## src/rtl/z16_mem_arbiter_if.sv

```systemverilog
// Bus bundle joining the instruction and data requesters, the arbiter and the memory.
// The slave modport is the arbiter's view. The master modport is the environment's view.
interface z16_mem_arbiter_if;
    logic        i_i_req;
    logic [15:0] i_i_addr;
    logic        o_i_gnt;
    logic        o_i_rvalid;
    logic [15:0] o_i_rdata;

    logic        i_d_req;
    logic        i_d_wen;
    logic        i_d_lock;
    logic [15:0] i_d_addr;
    logic [15:0] i_d_wdata;
    logic        o_d_gnt;
    logic        o_d_rvalid;
    logic [15:0] o_d_rdata;

    logic        o_mem_en;
    logic        o_mem_wen;
    logic [15:0] o_mem_addr;
    logic [15:0] o_mem_wdata;
    logic [15:0] i_mem_rdata;

    modport slave (
        input  i_i_req, i_i_addr, i_d_req, i_d_wen, i_d_lock, i_d_addr, i_d_wdata, i_mem_rdata,
        output o_i_gnt, o_i_rvalid, o_i_rdata, o_d_gnt, o_d_rvalid, o_d_rdata,
        output o_mem_en, o_mem_wen, o_mem_addr, o_mem_wdata
    );

    modport master (
        output i_i_req, i_i_addr, i_d_req, i_d_wen, i_d_lock, i_d_addr, i_d_wdata, i_mem_rdata,
        input  o_i_gnt, o_i_rvalid, o_i_rdata, o_d_gnt, o_d_rvalid, o_d_rdata,
        input  o_mem_en, o_mem_wen, o_mem_addr, o_mem_wdata
    );
endinterface

```

## src/rtl/z16_mem_arbiter.sv

```systemverilog
// Instruction/data memory arbiter. It has a starvation guard for the instruction port and a bus lock for the data port.
// state | meaning
// ARB   | normal arbitration: D preferred unless I has waited MAX_WAIT cycles
// LOCK  | data port owns the bus; only D may be granted
module z16_mem_arbiter #(
    parameter int MAX_WAIT = 4
) (
    input  logic                  i_clk,
    input  logic                  i_rst_n,
    z16_mem_arbiter_if.slave      bus
);

    localparam logic [3:0] LP_MAX_WAIT = 4'(MAX_WAIT);

    typedef enum logic {
        ST_ARB  = 1'b0,
        ST_LOCK = 1'b1
    } state_t;

    state_t      r_state;
    state_t      w_state_nxt;
    logic [3:0]  r_starve_cnt;
    logic        w_i_gnt;
    logic        w_d_gnt;

    logic        r_mem_en;
    logic        r_mem_wen;
    logic [15:0] r_mem_addr;
    logic [15:0] r_mem_wdata;
    logic        r_s1_port;
    logic        r_s1_rd;
    logic        r_s2_valid;
    logic        r_s2_port;
    logic        w_i_rvalid;
    logic        w_d_rvalid;

    always_ff @(posedge i_clk or negedge i_rst_n) begin
        if (!i_rst_n) begin
            r_state <= ST_ARB;
        end else begin
            r_state <= w_state_nxt;
        end
    end

    always_comb begin
        w_state_nxt = r_state;
        w_i_gnt     = 1'b0;
        w_d_gnt     = 1'b0;
        case (r_state)
            ST_ARB: begin
                if (r_starve_cnt >= LP_MAX_WAIT && bus.i_i_req) begin
                    w_i_gnt = 1'b1;
                end else if (bus.i_d_req) begin
                    w_d_gnt = 1'b1;
                end else if (bus.i_i_req) begin
                    w_i_gnt = 1'b1;
                end
                if (w_d_gnt && bus.i_d_lock) begin
                    w_state_nxt = ST_LOCK;
                end
            end
            ST_LOCK: begin
                w_d_gnt = bus.i_d_req;
                if (!bus.i_d_lock) begin
                    w_state_nxt = ST_ARB;
                end
            end
            default: w_state_nxt = ST_ARB;
        endcase
    end

    // The wait counter keeps running while the bus is locked.
    // This lets I win the first ARB cycle after the lock is released.
    always_ff @(posedge i_clk or negedge i_rst_n) begin
        if (!i_rst_n) begin
            r_starve_cnt <= 4'd0;
        end else if (w_i_gnt) begin
            r_starve_cnt <= 4'd0;
        end else if (bus.i_i_req && r_starve_cnt != 4'hF) begin
            r_starve_cnt <= r_starve_cnt + 4'd1;
        end
    end

    // Stage 1 is the memory command together with its owner tag.
    // Stage 2 marks the cycle in which read data returns.
    always_ff @(posedge i_clk or negedge i_rst_n) begin
        if (!i_rst_n) begin
            r_mem_en    <= 1'b0;
            r_mem_wen   <= 1'b0;
            r_mem_addr  <= 16'h0000;
            r_mem_wdata <= 16'h0000;
            r_s1_port   <= 1'b0;
            r_s1_rd     <= 1'b0;
            r_s2_valid  <= 1'b0;
            r_s2_port   <= 1'b0;
        end else begin
            r_mem_en    <= w_i_gnt | w_d_gnt;
            r_mem_wen   <= w_d_gnt & bus.i_d_wen;
            r_mem_addr  <= w_d_gnt ? bus.i_d_addr : (w_i_gnt ? bus.i_i_addr : 16'h0000);
            r_mem_wdata <= w_d_gnt ? bus.i_d_wdata : 16'h0000;
            r_s1_port   <= w_d_gnt;
            r_s1_rd     <= ~(w_d_gnt & bus.i_d_wen);
            r_s2_valid  <= r_mem_en & r_s1_rd;
            r_s2_port   <= r_s1_port;
        end
    end

    assign w_i_rvalid      = r_s2_valid & ~r_s2_port;
    assign w_d_rvalid      = r_s2_valid & r_s2_port;

    assign bus.o_i_gnt     = w_i_gnt & i_rst_n;
    assign bus.o_d_gnt     = w_d_gnt & i_rst_n;
    assign bus.o_i_rvalid  = w_i_rvalid;
    assign bus.o_d_rvalid  = w_d_rvalid;
    assign bus.o_i_rdata   = w_i_rvalid ? bus.i_mem_rdata : 16'h0000;
    assign bus.o_d_rdata   = w_d_rvalid ? bus.i_mem_rdata : 16'h0000;
    assign bus.o_mem_en    = r_mem_en;
    assign bus.o_mem_wen   = r_mem_wen;
    assign bus.o_mem_addr  = r_mem_addr;
    assign bus.o_mem_wdata = r_mem_wdata;

endmodule

```

## src/flat_wrapper.sv

```systemverilog
// flat-port wrapper written by rule: the top's interface ports become plain ports
module z16_mem_arbiter_flat 
#(
    parameter int MAX_WAIT = 4
)
  (i_clk, i_rst_n, bus_i_i_req, bus_i_i_addr, bus_i_d_req, bus_i_d_wen, bus_i_d_lock, bus_i_d_addr, bus_i_d_wdata, bus_i_mem_rdata, bus_o_i_gnt, bus_o_i_rvalid, bus_o_i_rdata, bus_o_d_gnt, bus_o_d_rvalid, bus_o_d_rdata, bus_o_mem_en, bus_o_mem_wen, bus_o_mem_addr, bus_o_mem_wdata);
  z16_mem_arbiter_if bus_i ();
  input  logic i_clk;
  input  logic i_rst_n;
  input wire logic [$bits(bus_i.i_i_req)-1:0] bus_i_i_req;
  input wire logic [$bits(bus_i.i_i_addr)-1:0] bus_i_i_addr;
  input wire logic [$bits(bus_i.i_d_req)-1:0] bus_i_d_req;
  input wire logic [$bits(bus_i.i_d_wen)-1:0] bus_i_d_wen;
  input wire logic [$bits(bus_i.i_d_lock)-1:0] bus_i_d_lock;
  input wire logic [$bits(bus_i.i_d_addr)-1:0] bus_i_d_addr;
  input wire logic [$bits(bus_i.i_d_wdata)-1:0] bus_i_d_wdata;
  input wire logic [$bits(bus_i.i_mem_rdata)-1:0] bus_i_mem_rdata;
  output wire logic [$bits(bus_i.o_i_gnt)-1:0] bus_o_i_gnt;
  output wire logic [$bits(bus_i.o_i_rvalid)-1:0] bus_o_i_rvalid;
  output wire logic [$bits(bus_i.o_i_rdata)-1:0] bus_o_i_rdata;
  output wire logic [$bits(bus_i.o_d_gnt)-1:0] bus_o_d_gnt;
  output wire logic [$bits(bus_i.o_d_rvalid)-1:0] bus_o_d_rvalid;
  output wire logic [$bits(bus_i.o_d_rdata)-1:0] bus_o_d_rdata;
  output wire logic [$bits(bus_i.o_mem_en)-1:0] bus_o_mem_en;
  output wire logic [$bits(bus_i.o_mem_wen)-1:0] bus_o_mem_wen;
  output wire logic [$bits(bus_i.o_mem_addr)-1:0] bus_o_mem_addr;
  output wire logic [$bits(bus_i.o_mem_wdata)-1:0] bus_o_mem_wdata;
  assign bus_i.i_i_req = bus_i_i_req;
  assign bus_i.i_i_addr = bus_i_i_addr;
  assign bus_i.i_d_req = bus_i_d_req;
  assign bus_i.i_d_wen = bus_i_d_wen;
  assign bus_i.i_d_lock = bus_i_d_lock;
  assign bus_i.i_d_addr = bus_i_d_addr;
  assign bus_i.i_d_wdata = bus_i_d_wdata;
  assign bus_i.i_mem_rdata = bus_i_mem_rdata;
  assign bus_o_i_gnt = bus_i.o_i_gnt;
  assign bus_o_i_rvalid = bus_i.o_i_rvalid;
  assign bus_o_i_rdata = bus_i.o_i_rdata;
  assign bus_o_d_gnt = bus_i.o_d_gnt;
  assign bus_o_d_rvalid = bus_i.o_d_rvalid;
  assign bus_o_d_rdata = bus_i.o_d_rdata;
  assign bus_o_mem_en = bus_i.o_mem_en;
  assign bus_o_mem_wen = bus_i.o_mem_wen;
  assign bus_o_mem_addr = bus_i.o_mem_addr;
  assign bus_o_mem_wdata = bus_i.o_mem_wdata;
  z16_mem_arbiter #(.MAX_WAIT(MAX_WAIT)) u_core (.i_clk(i_clk), .i_rst_n(i_rst_n), .bus(bus_i));
endmodule
```

## config.mk

```make
export PLATFORM = sky130hd
export DESIGN_NAME = z16_mem_arbiter_flat
export DESIGN_NICKNAME = d
export VERILOG_FILES = /design/src/rtl/z16_mem_arbiter_if.sv /design/src/rtl/z16_mem_arbiter.sv /design/src/flat_wrapper.sv
export SDC_FILE = /design/constraint.sdc
export NUM_CORES = 1
export LEC_CHECK = 0
export BUFFER_PORTS_ARGS = -buffer_cell sky130_fd_sc_hd__buf_2
export CAP_MARGIN = 20
export CORE_MARGIN = 2
export CORE_UTILIZATION = 41
export DETAILED_ROUTE_END_ITERATION = 6
export PLACE_DENSITY = 0.82
export SETUP_SLACK_MARGIN = 0.1
export SKIP_CTS_REPAIR_TIMING = 1
export SYNTH_ARGS = -nofsm -noshare
export SYNTH_HDL_FRONTEND = slang
export SYNTH_SLANG_ARGS = --single-unit
```

## constraint.sdc

```tcl
create_clock -name i_clk -period 1.8 [get_ports i_clk]
set_clock_uncertainty 0.05 [all_clocks]
set_input_delay 0.18 -clock i_clk [delete_from_list [all_inputs] [get_ports i_clk]]
set_output_delay 0.18 -clock i_clk [all_outputs]
set_load 0.01 [all_outputs]
```

# ---- Word-level counts from Yosys, hierarchy flattened
# Cells that the tools add are included.
dict set report totals {
  word_cells 45
  ff_bits 43
  out_inout_bits 70
  inputBits 70
}
dict set report classes {
  n_lt_le_gt_ge 1
  mux 18
  add_sub_neg 1
  bitwise 10
  reduce_logical 4
  n_eq_ne 1
}
# operator count
set ops {}
lappend ops {{2-to-1 mux 16 bit} 5}
lappend ops {{2-to-1 mux 1 bit} 9}
lappend ops {{2-to-1 mux 4 bit} 2}
lappend ops {{AND 1 bit} 6}
lappend ops {{adder 4 x 1 -> 4 bit, second input constant} 1}
lappend ops {{>= comparator 4 x 3 -> 1 bit, second input constant} 1}
lappend ops {{inequality test 4 bit, second input constant} 1}
lappend ops {{one-hot mux 1 bit (2 select lines)} 2}
lappend ops {{logical AND 1 bit} 3}
lappend ops {{NOT 1 bit} 3}
lappend ops {{nonzero test 2 bit} 1}
lappend ops {{bitwise OR 1 bit} 1}

# ---- Logic depth before layout (Yosys ltp)
dict set report depth {
  word_depth 7
  depth_mapped 5
  depth_no_buf 4
}

# ---- Worst setup path after synthesis
# No wires, ideal clock.
dict set report synth_timing {
  path_type {register -> output}
  startpoint {register u_core.r_s2_port}
  endpoint {output bus_o_i_rdata[10]}
  path_stages_with_launch 4
  setup_slack_ns 0.418
  n_path_buf 1
  required_time_ns 1.570
  t_arrival_ns 1.152
  path_cell_list {dfrtp_1 -> and2b_1 -> clkbuf_1 -> and2_1}
}
dict set report synth_between {
  elab_chain_cells 3
}
# element line_no
set synth_lines {}
lappend synth_lines {{start, declared} z16_mem_arbiter.sv:33} ;# logic r_s2_port;
lappend synth_lines {{start signal, assigned} z16_mem_arbiter.sv:104} ;# r_s2_port <= r_s1_port;
lappend synth_lines {{NOT 1 bit} z16_mem_arbiter.sv:108} ;# assign w_i_rvalid = r_s2_valid & ~r_s2_port;
lappend synth_lines {{AND 1 bit} z16_mem_arbiter.sv:108}
lappend synth_lines {{net bus_o_i_rvalid} flat_wrapper.sv:19} ;# output wire logic [$bits(bus_i.o_i_rvalid)-1:0] bus_o_i_rvalid;
lappend synth_lines {{2-to-1 mux 16 bit} z16_mem_arbiter.sv:115} ;# assign bus.o_i_rdata = w_i_rvalid ? bus.i_mem_rdata : 16'h0000;
lappend synth_lines {{end, declared} flat_wrapper.sv:20} ;# output wire logic [$bits(bus_i.o_i_rdata)-1:0] bus_o_i_rdata;
# The timed path passes the listed nets, and every way through them passes these cells.

# ---- Final worst setup path
dict set report layout_timing {
  startpoint {register u_core.r_starve_cnt[3]}
  endpoint {output bus_o_i_gnt}
}
dict set report layout_between {
  elab_chain_cells 5
}
# element line_no
set layout_lines {}
lappend layout_lines {{start, declared} z16_mem_arbiter.sv:22} ;# logic [3:0] r_starve_cnt;
lappend layout_lines {{start signal, assigned} z16_mem_arbiter.sv:80} ;# r_starve_cnt <= r_starve_cnt + 4'd1;
lappend layout_lines {{>= comparator 4 x 3 -> 1 bit} z16_mem_arbiter.sv:51} ;# if (r_starve_cnt >= LP_MAX_WAIT && bus.i_i_req) begin
lappend layout_lines {{logical AND 1 bit} z16_mem_arbiter.sv:51}
lappend layout_lines {{2-to-1 mux 1 bit} z16_mem_arbiter.sv:51}
lappend layout_lines {{2-to-1 mux 1 bit} z16_mem_arbiter.sv:49} ;# case (r_state)
lappend layout_lines {{AND 1 bit} z16_mem_arbiter.sv:111} ;# assign bus.o_i_gnt = w_i_gnt & i_rst_n;
lappend layout_lines {{end, declared} flat_wrapper.sv:18} ;# output wire logic [$bits(bus_i.o_i_gnt)-1:0] bus_o_i_gnt;
# No other way between the ends.

==> results.json <==
{
  "timing.hold.ws_ps": 32.2,
  "ir_worst_vdd_v": 0.000454,
  "cts.sinks": 43,
  "rr_worst_depth": 4,
  "min_delay_path_depth": 2,
  "worst_pin_slew_ps": 377,
  "vias": 1895,
  "holdCritStartpoint": "bus_i_d_wdata[15]",
  "power_frac_comb": 0.314,
  "min_to": "u_core.bus.o_mem_wdata[15]",
  "clock-root-buffer": "clkbuf_8",
  "drtAntennaViolNets": 0,
  "preCtsSetupSlack_ps": 319,
  "outcome": "complete, no violations",
  "p_sw_uw": 816,
  "finalSetupViolations": 0,
  "rsz0062_at_grt": "no",
  "syn-num-nets": 254,
  "synth_area_leaders": "dfrtp_1 (55%), and2_1 (11%), o211ai_1 (6.1%)",
  "arrival_ps": 1410,
  "layout.nets": 406,
  "ys_types": 29,
  "p_sw_frac": 0.320,
  "die_x_um": 73.1,
  "worstSetupStartpointType": "flop",
  "path_clk_slew_ps": 80,
  "path_class": "reg -> out",
  "rrSetupSlack_ps": 380,
  "cts_tree": "yes",
  "diodes": 0,
  "dr.pass1.iters": 4,
  "synth_ff_type": "dfrtp_1",
  "clock_path_buffers": 2,
  "timing.fmax_mhz": 608,
  "ys_seq_elements": 43,
  "synth_common_cells": "dfrtp_1 (43), and2_1 (35), and3_1 (17), nand2_1 (17), o211ai_1 (16)",
  "grt_max_degree": 30,
  "relSlewSlack": 0.748,
  "max-cap-violations": 0,
  "synth_edf_count": 0,
  "ys_seq_area_frac": 0.550,
  "fin_ws_ps": 156,
  "rr_endpoint": "u_core.r_starve_cnt[0]",
  "power_leakage_uw": 0.00163,
  "worstPathRequired_ps": 1570,
  "ys_warn_count": 0,
  "antenna_found_initial": 0,
  "drt-total-wl_um": 5340,
  "drc": 0,
  "die_area_mm2": 0.00534,
  "synthArstFlopShare": 1.00,
  "clock_power_share": 0.235,
  "syn_to_final_growth_pct": 47.7,
  "grt_first_pass_wirelength_um": 7660,
  "numCtsBuffers": 5,
  "core_mm2": 0.00466,
  "synth_top_area_share": 0.550,
  "finalHoldViolCount": 0,
  "hp-class": "in -> reg",
  "netlist_instances": 183,
  "p_int_uw": 1730,
  "grt_usage": 0.190,
  "synth.most_common_cell": "dfrtp_1",
  "clk_latency_ps": 290,
  "cts-htree-levels": 2,
  "fp.dieH_um": 73.1,
  "drive_gt1_frac": 0.542,
  "syn_area_per_cell_um2": 10.7,
  "place_hpwl_um": 3980,
  "routed_via_density": 4.86,
  "port_buffers": 139,
  "rows": 25,
  "gp_routability_congestion": 0.770,
  "first_iter_violations": 67,
  "overflow": 0,
  "period_share": 0.913,
  "syn_area_mm2": 0.00196,
  "total_power_uw": 2550,
  "wl_per_cell_um": 13.7,
  "crit_fanout": 7,
  "grt_pass1_vias": 1702,
  "rr_startpoint": "u_core.r_starve_cnt[0]",
  "seq_power_share": 0.451,
  "synth_top_area_cell": "dfrtp_1",
  "slew_violations": 0,
  "io_pins": 140,
  "endpoint_kind": "output pin",
  "fin_crit_ps": 1640,
  "power_density_mw_per_mm2": 882,
  "start_util": 0.420
}
## power groups by stage
stage          sequential [uW]  combinational (uW)  clock (uW)
6_report                  1150                 800         598
5_1_grt                   1170                 885         660
4_1_cts                   1140                 739         616
3_5_place_dp              1160                 736           0
3_3_place_gp              1160                 725           0
2_1_floorplan             1200                 366           0
## cell usage in the layout, fill, tap and decap left out, drive strengths merged, types with 2 or more instances in the layout
cell type and n:
o21ai 20, buf 155, dlygate4sd3 2, o211ai 16, and2 37, and3 17
nand2 17, nand2b 2, o21a 2, nor2 2, clkbuf 6, dfrtp 43
a21oi 5
## kinds of logic after synthesis
family          Yosys count  share of synthesized area
buf+inv                  14                     0.0454
compound gates           42                      0.150
fa+ha+maj                 1                    0.00640
flops                    43                      0.550
simple gates             83                      0.248
## area by class of cell
type / count / area, um2
clock buffer: 6 / 72.6
clock inverter: 2 / 12.5
fill: 418 / 1770
inverter: 1 / 3.75
multi-input combinational: 127 / 818
sequential: 43 / 1080
tap: 54 / 67.6
timing repair buffer: 157 / 836
## critical path: stages, from the launching register on
cell and delay [ps]:
dfrtp_1 430, nor2_4 150, buf_4 170, a21oi_2 80, and2_1 160, buf_2 130
## routing by layer
layer | routed length, um | global-route usage | vias to the layer above | part of all wire
li1 | - | - | 929 | -
met1 | 1890 | 0.189 | 870 | 0.35
met2 | 3020 | 0.381 | 90 | 0.57
met3 | 358 | 0.0387 | 6 | 0.067
met4 | 70 | 0.0638 | 0 | 0.013
met5 | 0 | 0 | - | 0
## sequential cells by signal, summed over array words and instances, names as in the netlist
name and flops:
u_core.r_s1_rd 1, u_core.bus.o_mem_en 1, u_core.bus.o_mem_addr 16, u_core.r_state 1, u_core.r_s1_port 1, u_core.bus.o_mem_wen 1, u_core.bus.o_mem_wdata 16, u_core.r_s2_valid 1
u_core.r_s2_port 1, u_core.r_starve_cnt 4
## worst max-delay path by stage
stage / from / endpoint / slack [ps] / cells past startpoint
after floorplan: u_core.r_s2_port / bus_o_i_rdata[10] / 420 / 3
after global placement: u_core.r_state / bus_o_d_gnt / 360 / 4
after detailed placement: u_core.r_s2_valid / bus_o_i_rdata[4] / 320 / 3
after CTS: u_core.r_s2_valid / bus_o_i_rdata[4] / -20 / 3
after global routing: u_core.r_starve_cnt[3] / bus_o_i_gnt / 100 / 5
final: u_core.r_starve_cnt[3] / bus_o_i_gnt / 160 / 5
## per-stage QoR
step / TNS (ps) / instances / cell area, um2 / utilization
3_5_place_dp: 0 / 375 / 2720 / 0.584
6_report: 0 / 390 / 2890 / 0.620
5_1_grt: 0 / 390 / 2890 / 0.620
3_3_place_gp: 0 / 375 / 2720 / 0.584
4_1_cts: -131 / 383 / 2810 / 0.603
2_1_floorplan: 0 / 183 / 1960 / -
(Power assumes the default switching activity.)
